**src/rtl/clock_gating_controller_pkg.sv**
```systemverilog
// Shared types and helpers for the clock gating controller.
package clock_gating_controller_pkg;

  // Controller phases: clock running, sleep handshake, clock stopped, clock restarting.
  typedef enum logic [1:0] {
    RUNNING,
    REQUEST,
    GATED,
    WAKING
  } state_t;

  // Width of the shared idle/wake counter: wide enough to hold max(idle, wake).
  function automatic int unsigned counter_width(input int unsigned idle_cycles,
                                                input int unsigned wake_cycles);
    int unsigned max_count;
    max_count = (idle_cycles > wake_cycles) ? idle_cycles : wake_cycles;
    if (max_count == 0) begin
      return 1;
    end
    return $clog2(max_count + 1);
  endfunction

endpackage

```
**src/rtl/clock_gating_controller.sv**
```systemverilog
// Clock gating controller: drives the gater enable from downstream idleness, with a
// sleep request/acknowledge handshake and a timed wake-up before reporting 'awake'.
// Runs on the free-running clock; every output is a flop so the gater latch only ever
// sees enable changes at clock edges.
module clock_gating_controller
  import clock_gating_controller_pkg::*;
#(
  parameter int unsigned IDLE_CYCLES = 16,
  parameter int unsigned WAKE_CYCLES = 2
) (
  input  logic clock,
  input  logic reset,
  input  logic busy,
  input  logic wake_request,
  input  logic force_on,
  input  logic sleep_acknowledge,
  output logic sleep_request,
  output logic gate_enable,
  output logic awake
);

  localparam int unsigned COUNTER_WIDTH = counter_width(IDLE_CYCLES, WAKE_CYCLES);

  // Terminal counts; the wake one is only reachable when WAKE_CYCLES > 0.
  localparam int unsigned WakeLastInt = (WAKE_CYCLES > 0) ? WAKE_CYCLES - 1 : 0;
  localparam logic [COUNTER_WIDTH-1:0] IdleLast = COUNTER_WIDTH'(IDLE_CYCLES - 1);
  localparam logic [COUNTER_WIDTH-1:0] WakeLast = COUNTER_WIDTH'(WakeLastInt);
  localparam logic [COUNTER_WIDTH-1:0] CountOne = COUNTER_WIDTH'(1);

  state_t                   r_state;
  logic [COUNTER_WIDTH-1:0] r_counter;
  logic                     r_sleep_request;
  logic                     r_gate_enable;
  logic                     r_awake;

  logic w_wake;
  logic w_activity;
  logic w_idle_done;
  logic w_wake_done;

  assign w_wake      = wake_request | force_on;
  assign w_activity  = busy | w_wake;
  assign w_idle_done = (r_counter == IdleLast);
  assign w_wake_done = (r_counter == WakeLast);

  // Single FSM: one counter times both the idle run and the wake-up settle period.
  always_ff @(posedge clock) begin
    if (reset) begin
      r_state         <= RUNNING;
      r_counter       <= '0;
      r_sleep_request <= 1'b0;
      r_gate_enable   <= 1'b1;
      r_awake         <= 1'b1;
    end else begin
      unique case (r_state)
        RUNNING: begin
          if (w_activity) begin
            r_counter <= '0;
          end else if (w_idle_done) begin
            r_state         <= REQUEST;
            r_sleep_request <= 1'b1;
            r_counter       <= '0;
          end else begin
            r_counter <= r_counter + CountOne;
          end
        end
        REQUEST: begin
          // Abort wins over acknowledge in the same cycle.
          if (w_activity) begin
            r_state         <= RUNNING;
            r_sleep_request <= 1'b0;
            r_counter       <= '0;
          end else if (sleep_acknowledge) begin
            r_state         <= GATED;
            r_sleep_request <= 1'b0;
            r_gate_enable   <= 1'b0;
            r_awake         <= 1'b0;
            r_counter       <= '0;
          end
        end
        GATED: begin
          // busy is meaningless here: the downstream logic has no clock.
          if (w_wake) begin
            r_gate_enable <= 1'b1;
            r_counter     <= '0;
            if (WAKE_CYCLES == 0) begin
              r_state <= RUNNING;
              r_awake <= 1'b1;
            end else begin
              r_state <= WAKING;
            end
          end
        end
        WAKING: begin
          if (w_wake_done) begin
            r_state   <= RUNNING;
            r_awake   <= 1'b1;
            r_counter <= '0;
          end else begin
            r_counter <= r_counter + CountOne;
          end
        end
      endcase
    end
  end

  assign sleep_request = r_sleep_request;
  assign gate_enable   = r_gate_enable;
  assign awake         = r_awake;

endmodule

```
**config.mk**
```make
export PLATFORM = sky130hd
export DESIGN_NAME = clock_gating_controller
export DESIGN_NICKNAME = d
export VERILOG_FILES = /design/src/rtl/clock_gating_controller_pkg.sv /design/src/rtl/clock_gating_controller.sv
export SDC_FILE = /design/constraint.sdc
export NUM_CORES = 1
export LEC_CHECK = 0
export ABC_AREA = 1
export BUFFER_PORTS_ARGS = -buffer_cell sky130_fd_sc_hd__buf_4
export CAP_MARGIN = 20
export CORE_MARGIN = 5
export CORE_UTILIZATION = 29
export CTS_BUF_LIST = sky130_fd_sc_hd__clkbuf_4 sky130_fd_sc_hd__clkbuf_8 sky130_fd_sc_hd__clkbuf_16
export DETAILED_ROUTE_END_ITERATION = 8
export GPL_TIMING_DRIVEN = 1
export PLACE_DENSITY = 0.6
export SETUP_SLACK_MARGIN = 0.3
export SYNTH_ARGS = -nofsm -noshare
export SYNTH_HDL_FRONTEND = slang
export SYNTH_SLANG_ARGS = --single-unit
```
**constraint.sdc**
```tcl
create_clock -name clock -period 1.6 [get_ports clock]
set_input_delay 0.08 -clock clock [delete_from_list [all_inputs] [get_ports clock]]
set_output_delay 0.08 -clock clock [all_outputs]
set_load 0.03 [all_outputs]
```
==> report_table.html <==
<table>
<tr><th>Metric</th><th>Value</th></tr>
<tr><th colspan="2">Global route</th></tr>
<tr><td>Wire length of the first global-routing pass</td><td>approximately 2500 um</td></tr>
<tr><td>Overflow after GRT</td><td>0</td></tr>
<tr><td>Number of global-route vias before repair</td><td>a little over 600</td></tr>
<tr><td>Total global routing track utilization</td><td>0.0978</td></tr>
<tr><td>Maximum number of pins on one net before global-route repair</td><td>7</td></tr>
<tr><td>Antenna violations before repair</td><td>0</td></tr>
<tr><th colspan="2">Clock network</th></tr>
<tr><td>Number of buffers created by CTS</td><td>3</td></tr>
<tr><td>Clk slew on worst S/H paths</td><td>~0.07 ns</td></tr>
<tr><td>Clock tree from TritonCTS</td><td>built</td></tr>
<tr><td>Htree depth</td><td>1</td></tr>
<tr><td>Clk Latency, worst-skew pair</td><td>between 0.2 and 0.3 ns</td></tr>
<tr><td>Number of clock sinks</td><td>10</td></tr>
<tr><td>Max Buffers Root-to-Sink</td><td>2</td></tr>
<tr><td>Clock root buffer</td><td>sky130_fd_sc_hd__clkbuf_4</td></tr>
<tr><th colspan="2">Floorplan</th></tr>
<tr><td>Die Y-Extent</td><td>between 50 and 60 um</td></tr>
<tr><td>DIE WIDTH</td><td>between 50 and 60 um</td></tr>
<tr><td>Num rows</td><td>17</td></tr>
<tr><td>Ports</td><td>9</td></tr>
<tr><td>Starting Density</td><td>0.299</td></tr>
<tr><td>Core Footprint</td><td>approximately 2200 um^2</td></tr>
<tr><td>Total Die Area</td><td>3280 um^2</td></tr>
<tr><th colspan="2">Worst setup path</th></tr>
<tr><td>Data arrival time of the critical path</td><td>between 1.5 and 2 ns</td></tr>
<tr><td>Crit. Startpoint</td><td>r_counter[1]$_SDFFE_PP0P_</td></tr>
<tr><td>Maximum cell stage delay along the critical path</td><td>0.36 ns</td></tr>
<tr><td>Top fanout value on the critical path</td><td>3</td></tr>
<tr><td>R2R setup slack</td><td>0.15 ns</td></tr>
<tr><td>Worst reg2reg path startpoint</td><td>r_counter[1]$_SDFFE_PP0P_</td></tr>
<tr><td>Required time reported for the critical path endpoint</td><td>1.76 ns</td></tr>
<tr><td>CP delay by family, top</td><td>simple AND/OR/NAND/NOR gates</td></tr>
<tr><td>Critical path capture point type</td><td>flip-flop</td></tr>
<tr><td>Critical path launch point type</td><td>flip-flop</td></tr>
<tr><td>Sum of buffers and inverters on the critical path</td><td>2</td></tr>
<tr><td>Critical setup path kind</td><td>flip-flop to flip-flop</td></tr>
<tr><td>CP cell instances</td><td>ha_4 -&gt; inv_2 -&gt; nor3_4 -&gt; ha_2 -&gt; inv_2 -&gt; nand2_2 -&gt; nand2_1 -&gt; nor2_2 -&gt; nand3_2 -&gt; nand2_1 -&gt; a21oi_2</td></tr>
<tr><td>Slowest library cell on the worst path</td><td>sky130_fd_sc_hd__dfxtp_2</td></tr>
<tr><th colspan="2">Yosys</th></tr>
<tr><td>Post-Synthesis Cells</td><td>between 80 and 90</td></tr>
<tr><td>Nets in the synthesized netlist</td><td>roughly 100</td></tr>
<tr><td>Yosys reg bits</td><td>10</td></tr>
<tr><td>Cell area after synthesis</td><td>between 600 and 700 um^2</td></tr>
<tr><td>Most area-hungry cell type in the Yosys netlist</td><td>sky130_fd_sc_hd__dfxtp_1</td></tr>
<tr><td>Post-synthesis area per instance</td><td>~7.4 um^2</td></tr>
<tr><td>Part of the Yosys area used for sequential elements</td><td>0.309</td></tr>
<tr><td>Synth Warn #</td><td>0</td></tr>
<tr><td>Synth area leaders</td><td>sky130_fd_sc_hd__dfxtp_1 31%, sky130_fd_sc_hd__nand2_1 9.3%, sky130_fd_sc_hd__inv_1 8.1%</td></tr>
<tr><td>Share of Yosys cell area claimed by the top area cell type</td><td>0.309</td></tr>
<tr><td>Unique cell type count in the Yosys netlist</td><td>23</td></tr>
<tr><th colspan="2">Detailed routing</th></tr>
<tr><td>Post-route DRC</td><td>0</td></tr>
<tr><td>Routed vias/inst</td><td>roughly 4.6</td></tr>
<tr><td>DRC violation total after the first TritonRoute iteration</td><td>7</td></tr>
<tr><td>Detail-routed net length per standard cell</td><td>10.6 um</td></tr>
<tr><td>Vias post-DR</td><td>between 500 and 600</td></tr>
<tr><td>Antenna Violating Nets Remaining</td><td>0</td></tr>
<tr><td>Total iterations of the first detailed-routing run</td><td>4</td></tr>
<tr><td>Wire length after detailed routing</td><td>around 1400 um</td></tr>
<tr><th colspan="2">Power and ir drop</th></tr>
<tr><td>Worst voltage drop across the vdd grid</td><td>around 0.48 mV</td></tr>
<tr><td>Reported leakage power</td><td>0.370 nW</td></tr>
<tr><td>Combinational share of power</td><td>0.076</td></tr>
<tr><td>Internal power component</td><td>352 uW</td></tr>
<tr><td>PD cells</td><td>around 530 nW/um^2</td></tr>
<tr><td>Share of total power in the clock network</td><td>0.375</td></tr>
<tr><td>Flop pwr share</td><td>0.549</td></tr>
<tr><td>Net switching fraction of the power</td><td>0.225</td></tr>
<tr><td>Net load switching power</td><td>between 100 and 150 uW</td></tr>
<tr><th colspan="2">Final layout</th></tr>
<tr><td>Fraction of final layout cells with drive strength greater than 1</td><td>0.408</td></tr>
<tr><td>Multi-input gate area</td><td>about 420 um^2</td></tr>
<tr><td>Synth-to-layout area growth</td><td>31.5%</td></tr>
<tr><td>Sequential cell area</td><td>about 210 um^2</td></tr>
<tr><td>Fill cells</td><td>246</td></tr>
<tr><td>Count of placed standard cells in the final layout, fillers left out</td><td>between 100 and 150</td></tr>
<tr><td>Number of antenna cells inserted</td><td>0</td></tr>
<tr><td>Number of nets in the finished design</td><td>115</td></tr>
<tr><th colspan="2">Flow run</th></tr>
<tr><td>Max_cap viols</td><td>0</td></tr>
<tr><th colspan="2">Place</th></tr>
<tr><td>Placer congestion estimate</td><td>around 0.8</td></tr>
<tr><td>Post-placement cell count</td><td>between 100 and 150</td></tr>
<tr><td>Number of buffers added on ports</td><td>8</td></tr>
<tr><td>Hpwl dp</td><td>roughly 1000 um</td></tr>
<tr><th colspan="2">Timing</th></tr>
<tr><td>Setup violation total in the final timing report</td><td>0</td></tr>
<tr><td>Final Slew Violations</td><td>0</td></tr>
<tr><td>Post-route minimum period</td><td>approximately 1.5 ns</td></tr>
<tr><td>Final number of hold-violating endpoints</td><td>0</td></tr>
<tr><td>Setup skew after layout</td><td>roughly 0.0052 ns</td></tr>
<tr><td>Transition time at the pin with the least slew margin</td><td>approximately 0.27 ns</td></tr>
<tr><td>Fmax</td><td>689 MHz</td></tr>
<tr><td>RSZ-0062 raised after global routing</td><td>true</td></tr>
<tr><td>Slew margin rel.</td><td>0.819</td></tr>
<tr><td>Setup TNS</td><td>0 ns</td></tr>
<tr><td>Final period utilization</td><td>0.907</td></tr>
<tr><th colspan="2">Hold path</th></tr>
<tr><td>Min-Delay Startpoint</td><td>sleep_acknowledge</td></tr>
<tr><td>Path class of the lowest-slack min-delay path</td><td>input port to flip-flop</td></tr>
<tr><th colspan="2">Run status</th></tr>
<tr><td>Result of the run</td><td>complete, no violations</td></tr>
</table>
==> synthesized netlist by cell type <==
| master | count |
|---|---|
| sky130_fd_sc_hd__nand2_1 | 16 |
| sky130_fd_sc_hd__nand3b_4 | 1 |
| sky130_fd_sc_hd__dfxtp_1 | 10 |
| sky130_fd_sc_hd__a21oi_2 | 1 |
| sky130_fd_sc_hd__nor2_2 | 1 |
| sky130_fd_sc_hd__o21ai_0 | 5 |
| sky130_fd_sc_hd__inv_1 | 14 |
| sky130_fd_sc_hd__nor2_8 | 1 |
| sky130_fd_sc_hd__nor2_1 | 9 |
| sky130_fd_sc_hd__nand3_1 | 3 |
| sky130_fd_sc_hd__o211ai_1 | 1 |
| sky130_fd_sc_hd__xor2_1 | 2 |
| sky130_fd_sc_hd__nand3_2 | 1 |
| sky130_fd_sc_hd__nor3_1 | 2 |
| sky130_fd_sc_hd__o311ai_0 | 1 |
| sky130_fd_sc_hd__ha_1 | 4 |
| sky130_fd_sc_hd__nor2_4 | 2 |
| sky130_fd_sc_hd__a21oi_1 | 6 |
| sky130_fd_sc_hd__nand2_2 | 1 |
| sky130_fd_sc_hd__inv_2 | 3 |
| sky130_fd_sc_hd__o21ai_2 | 1 |
| sky130_fd_sc_hd__buf_6 | 1 |
| sky130_fd_sc_hd__nand4_1 | 2 |
==> layout make-up <==
type | instances | area share
inverters | 17 | 0.0749
repair buffers | 13 | 0.122
flip-flops and latches | 10 | 0.244
clock buffers | 3 | 0.0264
multi-input cells | 60 | 0.492
well taps | 28 | 0.0411
==> flip-flops by register name (all words and copies together) (netlist names), named ones only <==
register       flops
awake              1
sleep_request      1
r_state            1
r_counter          5
gate_enable        1
==> metal layers <==
layer | vias up | global-route usage | share of wire
met5 | - | 0 | 0
met4 | 0 | 0.0298 | 0.013
met3 | 5 | 0.0430 | 0.056
met2 | 14 | 0.179 | 0.51
met1 | 267 | 0.0991 | 0.42
li1 | 311 | - | -
==> timing repair <==
action / CTS / global route
hold buffers: 1 / 0
setup endpoints to repair: 8 / 9
pin swaps: 9 / 7
endpoints found under the hold margin: 1 / 0
buffers inserted: 3 / 0
gates resized for setup: 9 / 7
==> power groups by stage <==
stage	combinational, mW	clock, mW	sequential [mW]
global route	0.0383	0.198	0.249
global placement	0.0311	0	0.256
detailed placement	0.0313	0	0.256
finish	0.0344	0.171	0.249
floorplan	0.0156	0	0.256
CTS	0.0345	0.184	0.249
==> per-stage QoR <==
step	util	power, mW	hold slack [ns]	instance area [um^2]	worst slack, ns
after global placement	0.351	0.287	0.278	762	0.0682
after detailed placement	0.351	0.288	0.277	762	0.0406
after global routing	0.393	0.485	0.198	852	0.0243
after floorplan	-	0.272	0.142	671	0.151
after CTS	0.384	0.468	0.181	832	0.130
final	0.393	0.454	0.184	852	0.148
==> tightest hold or removal path, delay by kind of cell <==
kind,cells,cell delay (ns)
compound gates,1,0.07
simple gates,1,0.15
buf+inv,1,0.11
==> layout by cell type, fill, tap and decap left out, types with 3 or more instances in the layout <==
cell type / instances
sky130_fd_sc_hd__a21oi_1: 6
sky130_fd_sc_hd__buf_4: 11
sky130_fd_sc_hd__clkbuf_4: 3
sky130_fd_sc_hd__dfxtp_1: 6
sky130_fd_sc_hd__dfxtp_2: 3
sky130_fd_sc_hd__inv_1: 12
sky130_fd_sc_hd__inv_2: 5
sky130_fd_sc_hd__nand2_1: 15
sky130_fd_sc_hd__nor2_1: 8
sky130_fd_sc_hd__o21ai_2: 3
==> final timing paths <==
path	endpoint	cells past startpoint
worst max register to register	flip-flop	11
worst max-delay path	flip-flop	11
worst min-delay path	flip-flop	3
worst min register to register	sleep_request$_SDFFE_PP0P_	2
==> logic make-up (layout without fill, tap and decap cells) <==
| family | count (synthesis) | after routing | synth area share |
|---|---|---|---|
| and+or+nand+nor | 39 | 39 | 0.334 |
| buffers and inverters | 18 | 33 | 0.116 |
| AOI/OAI and AO/OA | 15 | 15 | 0.137 |
| DFF | 10 | 10 | 0.309 |
| adders and majority gates | 4 | 4 | 0.0772 |
| xor gates and xnor gates | 2 | 2 | 0.0270 |
(Power assumes the default switching activity.)
